`config.mk`:
```
export PLATFORM = sky130hd
export DESIGN_NAME = stopwatch_control
export DESIGN_NICKNAME = d
export VERILOG_FILES = /design/src/rtl/stopwatch_control.sv
export SDC_FILE = /design/constraint.sdc
export NUM_CORES = 1
export LEC_CHECK = 0
export ABC_AREA = 1
export BUFFER_PORTS_ARGS = -buffer_cell sky130_fd_sc_hd__buf_2
export CORE_AREA = 2 2 77 79
export CTS_BUF_LIST = sky130_fd_sc_hd__clkbuf_8 sky130_fd_sc_hd__clkbuf_16
export CTS_CLUSTER_DIAMETER = 50
export DETAILED_ROUTE_END_ITERATION = 8
export DIE_AREA = 0 0 79 81
export GPL_ROUTABILITY_DRIVEN = 0
export GPL_TIMING_DRIVEN = 0
export SLEW_MARGIN = 20
export SYNTH_ARGS = -nofsm -noshare
export SYNTH_HDL_FRONTEND = slang
export SYNTH_SLANG_ARGS = --single-unit
```
`constraint.sdc`:
```
create_clock -name M_CLK -period 1.4 [get_ports M_CLK]
set_input_delay 0.28 -clock M_CLK [delete_from_list [all_inputs] [get_ports M_CLK]]
set_output_delay 0.28 -clock M_CLK [all_outputs]
set_load 0.1 [all_outputs]
```
`src/rtl/stopwatch_control.sv`:
```
// MM:SS stopwatch controller: synchronized/debounced controls, PAUSE/RUN/ADJ mode FSM
// and a BCD time register counting on the 1 Hz strobe or adjusting one field at a time.
module stopwatch_control #(
    parameter int unsigned DEB_SAMPLES = 3
) (
    input  logic       M_CLK,
    input  logic       RST_N,
    input  logic       ONE_TICK,
    input  logic       ADJ_TICK,
    input  logic       FAST_TICK,
    input  logic       BTN_PAUSE,
    input  logic       BTN_RESET,
    input  logic       SW_ADJ,
    input  logic       SW_SEL,
    output logic [3:0] MIN_TENS,
    output logic [3:0] MIN_ONES,
    output logic [3:0] SEC_TENS,
    output logic [3:0] SEC_ONES,
    output logic       RUNNING,
    output logic       ADJUSTING
);

    localparam int unsigned   CNT_W    = (DEB_SAMPLES > 1) ? $clog2(DEB_SAMPLES) : 1;
    localparam logic [CNT_W-1:0] CNT_LAST = CNT_W'(DEB_SAMPLES - 1);

    // Bit positions within the synchronizer vectors
    localparam int unsigned IDX_PAUSE = 0;
    localparam int unsigned IDX_CLEAR = 1;
    localparam int unsigned IDX_ADJ   = 2;
    localparam int unsigned IDX_SEL   = 3;

    typedef enum logic [1:0] {
        ST_PAUSE = 2'd0,
        ST_RUN   = 2'd1,
        ST_ADJ   = 2'd2
    } state_t;

    logic [3:0]            sync1_q, sync1_d;
    logic [3:0]            sync2_q, sync2_d;
    logic [1:0]            deb_lvl_q, deb_lvl_d;
    logic [1:0][CNT_W-1:0] deb_cnt_q, deb_cnt_d;
    logic [1:0]            evt_q, evt_d;
    state_t                state_q, state_d;
    logic [3:0]            min_tens_q, min_tens_d;
    logic [3:0]            min_ones_q, min_ones_d;
    logic [3:0]            sec_tens_q, sec_tens_d;
    logic [3:0]            sec_ones_q, sec_ones_d;

    logic       pause_evt;
    logic       clear_evt;
    logic       sw_adj_s;
    logic       sw_sel_s;
    logic [8:0] sec_inc;
    logic [8:0] min_inc;

    // Advance a 00..59 BCD field; result is {carry, tens, ones}.
    function automatic logic [8:0] inc_field(input logic [3:0] tens, input logic [3:0] ones);
        logic [8:0] res;
        if (ones >= 4'd9) begin
            if (tens >= 4'd5) begin
                res = {1'b1, 4'd0, 4'd0};
            end else begin
                res = {1'b0, tens + 4'd1, 4'd0};
            end
        end else begin
            res = {1'b0, tens, ones + 4'd1};
        end
        return res;
    endfunction

    always_comb begin
        sync1_d = {SW_SEL, SW_ADJ, BTN_RESET, BTN_PAUSE};
        sync2_d = sync1_q;
    end

    assign sw_adj_s  = sync2_q[IDX_ADJ];
    assign sw_sel_s  = sync2_q[IDX_SEL];
    assign pause_evt = evt_q[IDX_PAUSE];
    assign clear_evt = evt_q[IDX_CLEAR];

    // Counter holds the run length of samples disagreeing with the accepted level.
    always_comb begin
        deb_lvl_d = deb_lvl_q;
        deb_cnt_d = deb_cnt_q;
        evt_d     = '0;
        for (int unsigned i = 0; i < 2; i++) begin
            if (FAST_TICK) begin
                if (sync2_q[i] == deb_lvl_q[i]) begin
                    deb_cnt_d[i] = '0;
                end else if (deb_cnt_q[i] == CNT_LAST) begin
                    deb_lvl_d[i] = sync2_q[i];
                    deb_cnt_d[i] = '0;
                    evt_d[i]     = sync2_q[i];
                end else begin
                    deb_cnt_d[i] = deb_cnt_q[i] + CNT_W'(1);
                end
            end
        end
    end

    always_comb begin
        state_d = state_q;
        if (sw_adj_s) begin
            state_d = ST_ADJ;
        end else begin
            case (state_q)
                ST_PAUSE: begin
                    if (!clear_evt && pause_evt) begin
                        state_d = ST_RUN;
                    end
                end
                ST_RUN: begin
                    if (clear_evt || pause_evt) begin
                        state_d = ST_PAUSE;
                    end
                end
                ST_ADJ:  state_d = ST_PAUSE;
                default: state_d = ST_PAUSE;
            endcase
        end
    end

    always_comb begin
        min_tens_d = min_tens_q;
        min_ones_d = min_ones_q;
        sec_tens_d = sec_tens_q;
        sec_ones_d = sec_ones_q;
        sec_inc    = inc_field(sec_tens_q, sec_ones_q);
        min_inc    = inc_field(min_tens_q, min_ones_q);
        if (clear_evt) begin
            min_tens_d = '0;
            min_ones_d = '0;
            sec_tens_d = '0;
            sec_ones_d = '0;
        end else if (state_q == ST_RUN && ONE_TICK) begin
            {sec_tens_d, sec_ones_d} = sec_inc[7:0];
            if (sec_inc[8]) begin
                {min_tens_d, min_ones_d} = min_inc[7:0];
            end
        end else if (state_q == ST_ADJ && ADJ_TICK) begin
            // Adjust wraps within the selected field only; carry is dropped.
            if (sw_sel_s) begin
                {sec_tens_d, sec_ones_d} = sec_inc[7:0];
            end else begin
                {min_tens_d, min_ones_d} = min_inc[7:0];
            end
        end
    end

    always_ff @(posedge M_CLK) begin
        if (!RST_N) begin
            sync1_q    <= '0;
            sync2_q    <= '0;
            deb_lvl_q  <= '0;
            deb_cnt_q  <= '0;
            evt_q      <= '0;
            state_q    <= ST_PAUSE;
            min_tens_q <= '0;
            min_ones_q <= '0;
            sec_tens_q <= '0;
            sec_ones_q <= '0;
        end else begin
            sync1_q    <= sync1_d;
            sync2_q    <= sync2_d;
            deb_lvl_q  <= deb_lvl_d;
            deb_cnt_q  <= deb_cnt_d;
            evt_q      <= evt_d;
            state_q    <= state_d;
            min_tens_q <= min_tens_d;
            min_ones_q <= min_ones_d;
            sec_tens_q <= sec_tens_d;
            sec_ones_q <= sec_ones_d;
        end
    end

    assign MIN_TENS  = min_tens_q;
    assign MIN_ONES  = min_ones_q;
    assign SEC_TENS  = sec_tens_q;
    assign SEC_ONES  = sec_ones_q;
    assign RUNNING   = (state_q == ST_RUN);
    assign ADJUSTING = (state_q == ST_ADJ);

endmodule

```
==> impl_metrics.tcl, run 1 <==
set metrics [dict create \
    clkSinkCount 34 \
    fmax_ghz 0.718 \
    async_flop_share_pct 0 \
    die_height_um 81 \
    final_layout_size_suffix_gt1_share_pct 39.1 \
    fin_cells 328 \
    layout_commonest_cell "nand2_1" \
    tritoncts "done" \
    wl_per_cell_um 9.49 \
    numCtsBuffers 5 \
    synth_edf_count 0 \
    ys.flop_type "dfxtp_1" \
    netlist_area_um2 1620 \
    p_leak_nw 1.01 \
    drt_iter0_drc 34 \
    grt_pass1_wl_um 5050 \
    gr-total-overflow 0 \
    cap_violations 0 \
    synth_cells 210 \
    p_total_mw 1.90 \
    nets 273 \
    worstPathArrival_ps 1620 \
    cp_max_fo 8 \
    cts_root_buf "clkbuf_8" \
    htreeDepth 2 \
    final_antenna_net_count 0 \
    synth-seq-cells 34 \
    drc_errors 0 \
    initial_core_util_pct 28.6 \
    dp_slack_ps -54.2 \
    relSlewSlack_pct 67.9 \
    fillers 600 \
    critical_path.endpoint_type "flop" \
    placed_cells 311 \
    vias 1380 \
    seq_area_frac_synth_pct 41.9 \
    r2r_setup_slack_ps 7 \
    period_minus_slack_ps 1390 \
    ctsLongestPathBuffers 2 \
    synth.distinct_cells 28 \
    crit_required_ps 1620 \
    synth_nets 231 \
    ir_drop_mv 0.545 \
    hold_viol 0 \
    grt_max_degree 13 \
    setup_ws_ps 6.51 \
    setup_viol 0 \
    synth_area_per_cell_um2 7.73 \
    core_area_um2 5680 \
    finalWirelength_um 3110 \
    final_cell_mix "nand2_1 (34), inv_1 (31), nor2_1 (19), dfxtp_1 (18), buf_2 (17)" \
    maxSlewViolCount 0 \
    grt_use_total_pct 10.1 \
    worstMarginPinSlew_ps 485 \
    path_class "reg -> reg" \
    skew_ps 4.59 \
    port_buffers 26 \
    dieArea_um2 6400 \
    rows 28 \
    start_kind "flop" \
    setup_tns_ps 0 \
    io_pins 27 \
    drt-pass1-iter-count 4 \
    finalCritPeriodShare_pct 99.5 \
    antenna_found_initial 0 \
    path_clk_slew_ps 70 \
    status "finished clean" \
    area_growth_pct 37.8 \
    place_hpwl_um 2260 \
    rsz0062_at_grt "yes" \
    grt_pass1_vias 1230 \
    min-delay-path-class "in -> reg" \
    n_antenna_cell 0 \
    via_per_inst 4.21 \
    clk_latency_ps 290 \
    die_w_um 79 \
    hold_slack_ps 167 \
    powerDensity_nw_per_um2 848 \
    yosys_warnings 0 \
]
## critical path, cell delays in order, from the launching register on
cell and delay [ps]:
dfxtp_4 360, inv_6 70, ha_4 120, nor2_2 40, a21oi_4 200, nand3_4 130, nand2_8 120, nand2_8 80
nand2_2 90, nand2_2 40, nor2_1 80
## kinds of logic after synthesis
group / Yosys count / synth area share (%)
simple gates: 93 / 26.3
fa+ha+maj: 12 / 9.24
xor+xnor: 5 / 2.70
flops: 34 / 41.9
buf+inv: 42 / 10.1
compound gates: 24 / 9.71
## synth_stat cells, types with 2 or more instances
cell | number | area share, %
nand2_1 | 41 | 9.5
ha_1 | 12 | 9.2
a21oi_1 | 12 | 3.7
xnor2_1 | 2 | 1.1
inv_1 | 36 | 8.3
nand2_2 | 6 | 2.3
nand4_1 | 6 | 2.3
dfxtp_1 | 34 | 42
nand2_4 | 2 | 1.4
nand3_1 | 8 | 2.5
o21ai_0 | 6 | 1.8
inv_2 | 3 | 0.69
xor2_1 | 3 | 1.6
nor3_1 | 3 | 0.92
nor2_1 | 23 | 5.3
## sequential cells by signal (all words and copies together) (netlist names)
| signal | cells |
|---|---|
| state_q | 2 |
| SEC_ONES | 4 |
| sync2_q | 4 |
| deb_cnt_q | 4 |
| MIN_TENS | 4 |
| SEC_TENS | 4 |
| sync1_q | 4 |
| evt_q | 2 |
| MIN_ONES | 4 |
| deb_lvl_q | 2 |
## layer usage
layer	global-route usage, %	part of all wire [%]	up-vias
li1	-	-	740
met1	11.6	45	610
met2	16.4	47	22
met3	3.56	5.5	8
met4	5.69	2.3	0
met5	0	0	-
## metrics by stage
step / utilization [%] / area, um^2
floorplan: - / 1710
global placement: 34.1 / 1940
detailed placement: 34.1 / 1940
CTS: 36.7 / 2080
global route: 39.4 / 2240
finish: 39.4 / 2240
## cell type report
| cell class | count | area, um^2 | area share (%) |
|---|---|---|---|
| multi-input combinational | 134 | 905 | 40.4 |
| sequential | 34 | 726 | 32.4 |
| timing repair buffer | 35 | 226 | 10.1 |
| inverter | 40 | 173 | 7.71 |
| clock buffer | 6 | 93.8 | 4.19 |
| tap | 75 | 93.8 | 4.19 |
| clock inverter | 2 | 12.5 | 0.559 |
| buffer | 2 | 8.76 | 0.391 |
## what timing repair did
action / in CTS / in global routing
resized for setup: 6 / 30
buffers inserted: 3 / 6
setup endpoints to repair: 16 / 20
pin swaps: 3 / 13
hold buffers: 0 / 0
## path summary, 6_finish.rpt
path,startpoint,endpoint,cells after the start
setup reg to reg,SEC_ONES[1],MIN_TENS[1],10
setup / recovery,SEC_ONES[1],MIN_TENS[1],10
hold reg to reg,sync1_q[3],sync2_q[3],2
hold / removal,BTN_PAUSE,sync1_q[0],3
## power by group
group	leakage, nW	switching [mW]	internal [mW]	total (mW)
Sequential	0.287	0.00752	0.963	0.970
Clock	0.0572	0.377	0.460	0.837
Combinational	0.662	0.0625	0.0296	0.0922
Total	1.01	0.447	1.45	1.90
No activity file was read; power rests on OpenSTA's default activity.
==> inputs of run 2 (changes only) <==
ABC_AREA = default   (was 1)
==> run 2 against run 1 <==
The flow now finishes with violations (negative setup slack). Sequential power grew 2%. Non-clock buffer count increased by 3. Flip-flop and latch count is the same. Cell area is 3.7% lower. Wire length is 8.7% higher. Clock skew is essentially flat. Sequential share of layout area is 0.49 points higher. Cell count shrank 12%. Register-to-register slack worse by 330 ps. Largest cell class unchanged.
==> impl_metrics.tcl, run 2 <==
set metrics [dict create \
    grt_pass1_vias 1210 \
    ctsLongestPathBuffers 2 \
    worstPathArrival_ps 1940 \
    multi_input_area_um2 953 \
    skew_ps 4.29 \
    final_util_pct 38.0 \
    fmax_ghz 0.580 \
    critical_path.endpoint_type "flop" \
    setup_ws_ps -325 \
    io_pins 27 \
    yosysMostFrequentCell "dfxtp_1" \
    ys.flop_type "dfxtp_1" \
    final_cell_mix "dfxtp_1 (21), buf_4 (16), nand2_1 (11), ha_1 (11), buf_2 (11)" \
    relSlewSlack_pct 62.8 \
    drc_errors 0 \
    rsz0062_at_grt "yes" \
    synth_top_area_share_pct 42.0 \
    tritoncts "done" \
    antenna_found_initial 0 \
    htreeDepth 2 \
    seq_area_frac_synth_pct 42.0 \
    period_minus_slack_ps 1720 \
    synth.distinct_cells 45 \
    drt-pass1-iter-count 4 \
    ir_drop_mv 0.407 \
    netlist_area_um2 1620 \
    final_layout_size_suffix_gt1_share_pct 36.7 \
    failed_checks "negative setup slack" \
    place_hpwl_um 2240 \
    worstMarginPinSlew_ps 558 \
    setup_viol 17 \
    path_clk_slew_ps 70 \
    hold_viol 0 \
    p_leak_nw 0.867 \
    synth_area_per_cell_um2 9.48 \
    crit_required_ps 1620 \
    min-delay-path-class "in -> reg" \
    dieArea_um2 6400 \
    path_class "reg -> reg" \
    cp_max_fo 3 \
    gr-total-overflow 0 \
    rows 28 \
    port_buffers 25 \
    yosys-top-cells-area "dfxtp_1 (42%), ha_1 (9.3%), and2_1 (3.9%)" \
    finalCritPeriodShare_pct 123 \
    yosys_warnings 0 \
    clkSinkCount 34 \
    nets 235 \
    die_w_um 79 \
    drt_iter0_drc 51 \
    dp_slack_ps -409 \
    cap_violations 0 \
    placed_cells 271 \
    die_height_um 81 \
    finalWirelength_um 3380 \
    fin_cells 290 \
    grt_max_degree 11 \
    powerDensity_nw_per_um2 822 \
    final_antenna_net_count 0 \
    numCtsBuffers 5 \
    async_flop_share_pct 0 \
    initial_core_util_pct 28.6 \
    fillers 601 \
    clk_latency_ps 290 \
    grt_pass1_wl_um 5530 \
    synth_area_leader_cell "dfxtp_1" \
    status "finished with violations" \
    layout_commonest_cell "dfxtp_1" \
    via_per_inst 4.53 \
    synth_cells 171 \
    fin_area_um2 2160 \
    core_area_um2 5680 \
    vias 1315 \
    cts_root_buf "clkbuf_8" \
    start_kind "flop" \
    hold_slack_ps 193 \
    synth_nets 192 \
    synth_common_cells "dfxtp_1 (34), ha_1 (12), nand2_1 (12), nor2_1 (12), and2_1 (10)" \
    regArea_um2 709 \
    wl_per_cell_um 11.7 \
    grt_use_total_pct 11.1 \
    placed_area_um2 1890 \
    synth-seq-cells 34 \
    synth_edf_count 0 \
    maxSlewViolCount 0 \
    area_growth_pct 32.9 \
    n_antenna_cell 0 \
]
## run 2: cell count changes in the layout (fill, tap and decap cells not counted), sizes merged, moves of 5 or more
cell   delta
a21oi     -5
and2     +11
inv      -29
nor2b     +6
nand2    -37
nor2     -11
## run 2: final cells by class
| cell class | instances | area share, % |
|---|---|---|
| clock inverters | 3 | 0.522 |
| plain buffers | 4 | 0.696 |
| flip-flops and latches | 34 | 32.9 |
| clock buffers | 5 | 3.19 |
| well taps | 75 | 4.35 |
| repair buffers | 36 | 12.5 |
| multi-input cells | 124 | 44.2 |
| inverters | 9 | 1.57 |
## run 2: worst max-delay path, stage by stage (launching register included)
cell and delay, ps:
dfxtp_4 360, inv_2 50, ha_1 180, or3b_4 230
buf_4 110, o211ai_4 90, or4b_4 520, a21oi_2 120
## run 2: per-stage QoR
stage               power [mW]  TNS [ps]
floorplan                 1.08     -6170
global placement          1.11     -3760
detailed placement        1.11     -4150
CTS                       1.81     -3980
global route              1.86     -5120
finish                    1.77     -4290
## run 2: timing repair
action                     in CTS  in global routing
setup endpoints to repair      22                 23
resized for setup              20                 16
pin swaps                      17                  8
setup buffers                   9                  2
hold buffers                    0                  0
## run 2: cell families (layout without fill, tap and decap cells)
| kind of cell | count (synthesis) | after routing | synth area share [%] |
|---|---|---|---|
| adders and majority gates | 12 | 12 | 9.26 |
| DFF | 34 | 34 | 42.0 |
| AOI/OAI and AO/OA | 27 | 27 | 12.8 |
| buffers and inverters | 13 | 57 | 3.01 |
| muxes | 4 | 4 | 2.47 |
| xor gates and xnor gates | 3 | 3 | 1.62 |
| and+or+nand+nor | 78 | 78 | 28.9 |
## run 2: path summary, 6_finish.rpt
check | slack (ps) | end | depth (start not counted) | startpoint
hold reg to reg | 410 | state_q[0] | 1 | sync2_q[2]
hold / removal | 190 | sync1_q[2] | 2 | SW_ADJ
setup / recovery | -320 | SEC_TENS[2] | 7 | SEC_ONES[0]
setup reg to reg | -320 | SEC_TENS[2] | 7 | SEC_ONES[0]
## run 2: routing by layer
metal / wire length (um) / track usage [%] / up-vias
met2: 1600 / 18.4 / 23
met3: 160 / 4.00 / 6
li1: - / - / 683
met4: 50 / 4.66 / 0
met5: 0 / 0 / -
met1: 1570 / 13.0 / 603
## run 2: power by group
part / switching [mW] / internal, mW / total [mW]
Clock: 0.346 / 0.331 / 0.678
Combinational: 0.0702 / 0.0397 / 0.110
Sequential: 0.0111 / 0.974 / 0.985
==> inputs of run 3 (changes only) <==
REMOVE_ABC_BUFFERS = 1   (was default)
==> run 3 against run 2 <==
The flow still finishes with violations (negative setup slack). Sequential share of layout area barely moved. Utilization fell by 1.0 points. Combinational power fell by 5%. Setup slack got worse by 20 ps. Count of clock-buffer cells in the layout rose by 1. Via count fell by 1.7%. Sequential power rose by 0.8%. Total power rose by 2.8%. Clock power rose by 7.1%. Maximum frequency fell by 1.1%. Non-clock buffer count fell by 6.
==> impl_metrics.tcl, run 3 (synthesized netlist as in run 2, its figures left out) <==
set metrics [dict create \
    status "finished with violations" \
    failed_checks "negative setup slack" \
    initial_core_util_pct 28.6 \
    placed_area_um2 1830 \
    nets 229 \
    rows 28 \
    drc_errors 0 \
    cp_num_cells 7 \
    final_cell_mix "dfxtp_1 (28), buf_4 (19), nand2_1 (12), ha_1 (11), and2_1 (10)" \
    drt-pass1-iter-count 4 \
    core_area_um2 5680 \
    start_kind "flop" \
    numCtsBuffers 5 \
    worstSetupStartpoint "SEC_ONES[0]" \
    cap_violations 0 \
    drt_iter0_drc 69 \
    cp_slowest_cell "or3b_4" \
    port_buffers 26 \
    ir_drop_mv 0.590 \
    path_buf_inv 1 \
    worstMarginPinSlew_ps 640 \
    setup_ws_ps -344 \
    htreeDepth 2 \
    vias 1293 \
    die_height_um 81 \
    gr-total-overflow 0 \
    die_w_um 79 \
    grt_pass1_vias 1176 \
    rsz0062_at_grt "yes" \
    period_minus_slack_ps 1740 \
    antenna_found_initial 0 \
    path_class "reg -> reg" \
    hold_slack_ps 206 \
    io_pins 27 \
    cts_root_buf "clkbuf_8" \
    relSlewSlack_pct 57.3 \
    r2r_setup_slack_ps -340 \
    final_layout_size_suffix_gt1_share_pct 31.1 \
    crit_chain "inv_2, ha_1, or3b_4, and2_4, a31o_4, a41oi_2, nor3_1" \
    ctsLongestPathBuffers 2 \
    setup_viol 16 \
    grt_use_total_pct 10.3 \
    setup_tns_ps -3230 \
    powerDensity_nw_per_um2 869 \
    critical_path.endpoint_type "flop" \
    path_delay_family "simple AND/OR/NAND/NOR gates" \
    tritoncts "done" \
    slowest_delay_ps 390 \
    placed_cells 268 \
    path_clk_slew_ps 70 \
    grt_pass1_wl_um 5190 \
    fin_area_um2 2100 \
    layout_commonest_cell "dfxtp_1" \
    r2r_start "SEC_ONES[0]" \
    hold_viol 0 \
    fmax_ghz 0.573 \
    crit_required_ps 1540 \
    wl_per_cell_um 10.7 \
    finalCritPeriodShare_pct 125 \
    place_hpwl_um 2050 \
    n_antenna_cell 0 \
    p_leak_nw 0.846 \
    worstPathArrival_ps 1880 \
    skew_ps 7.44 \
    clk_latency_ps 280 \
    fin_cells 284 \
    maxSlewViolCount 0 \
    dp_slack_ps -541 \
    min-delay-path-class "in -> reg" \
    cp_max_fo 6 \
    dieArea_um2 6400 \
    reg2reg_depth 7 \
    finalWirelength_um 3050 \
    clkSinkCount 34 \
    grt_max_degree 20 \
    via_per_inst 4.55 \
    area_growth_pct 29.3 \
    final_antenna_net_count 0 \
    r2r-end "MIN_ONES[3]" \
    critPathCapture "MIN_ONES[3]" \
]
run 3: changes by cell type in the layout (fill, tap and decap cells not counted), sizes merged:
| cell | delta |
|---|---|
| clkbuf | -7 |
| buf | +2 |
| inv | -2 |
| clkinv | +1 |
run 3: layout make-up:
type                       instances  area, um^2
clock buffer                       6        82.6
clock inverter                     2        8.76
fill                             591        3580
inverter                           9        33.8
multi-input combinational        124         936
sequential                        34         691
tap                               75        93.8
timing repair buffer              34         251
run 3: routing by layer:
metal,vias up,part of all wire (%),global-route usage (%),wire length (um)
met1,593,49,12.9,1490
li1,671,-,-,-
met3,2,4.7,3.78,144
met4,0,0.56,3.62,17
met5,-,0,0,0
met2,27,46,16.5,1400
run 3: per-stage QoR:
step           total power, mW  utilization [%]
2_1_floorplan             1.08                -
3_3_place_gp              1.12             32.3
3_5_place_dp              1.12             32.3
4_1_cts                   1.85             36.8
5_1_grt                   1.89             36.9
6_report                  1.82             36.9
run 3: where the power goes:
part	internal, mW	total, mW	switching (mW)
clock	0.389	0.726	0.336
combinational	0.0362	0.104	0.0678
sequential	0.982	0.993	0.0115
run 3: how the worst min path moves through the flow:
stage                     startpoint    endpoint  slack, ps  cells after the start
after floorplan           sync2_q[2]  state_q[0]        390                      1
after global placement    sync2_q[2]  state_q[0]        400                      1
after detailed placement  sync2_q[2]  state_q[0]        400                      1
after CTS                     SW_SEL  sync1_q[3]        190                      2
after global routing       BTN_PAUSE  sync1_q[0]        200                      2
final                      BTN_RESET  sync1_q[1]        210                      2
run 3: what timing repair did:
item	in CTS	in global routing
pin swaps	11	6
gates resized for setup	40	2
buffers inserted	8	0
endpoints found under the setup margin	32	18
hold buffers	0	0
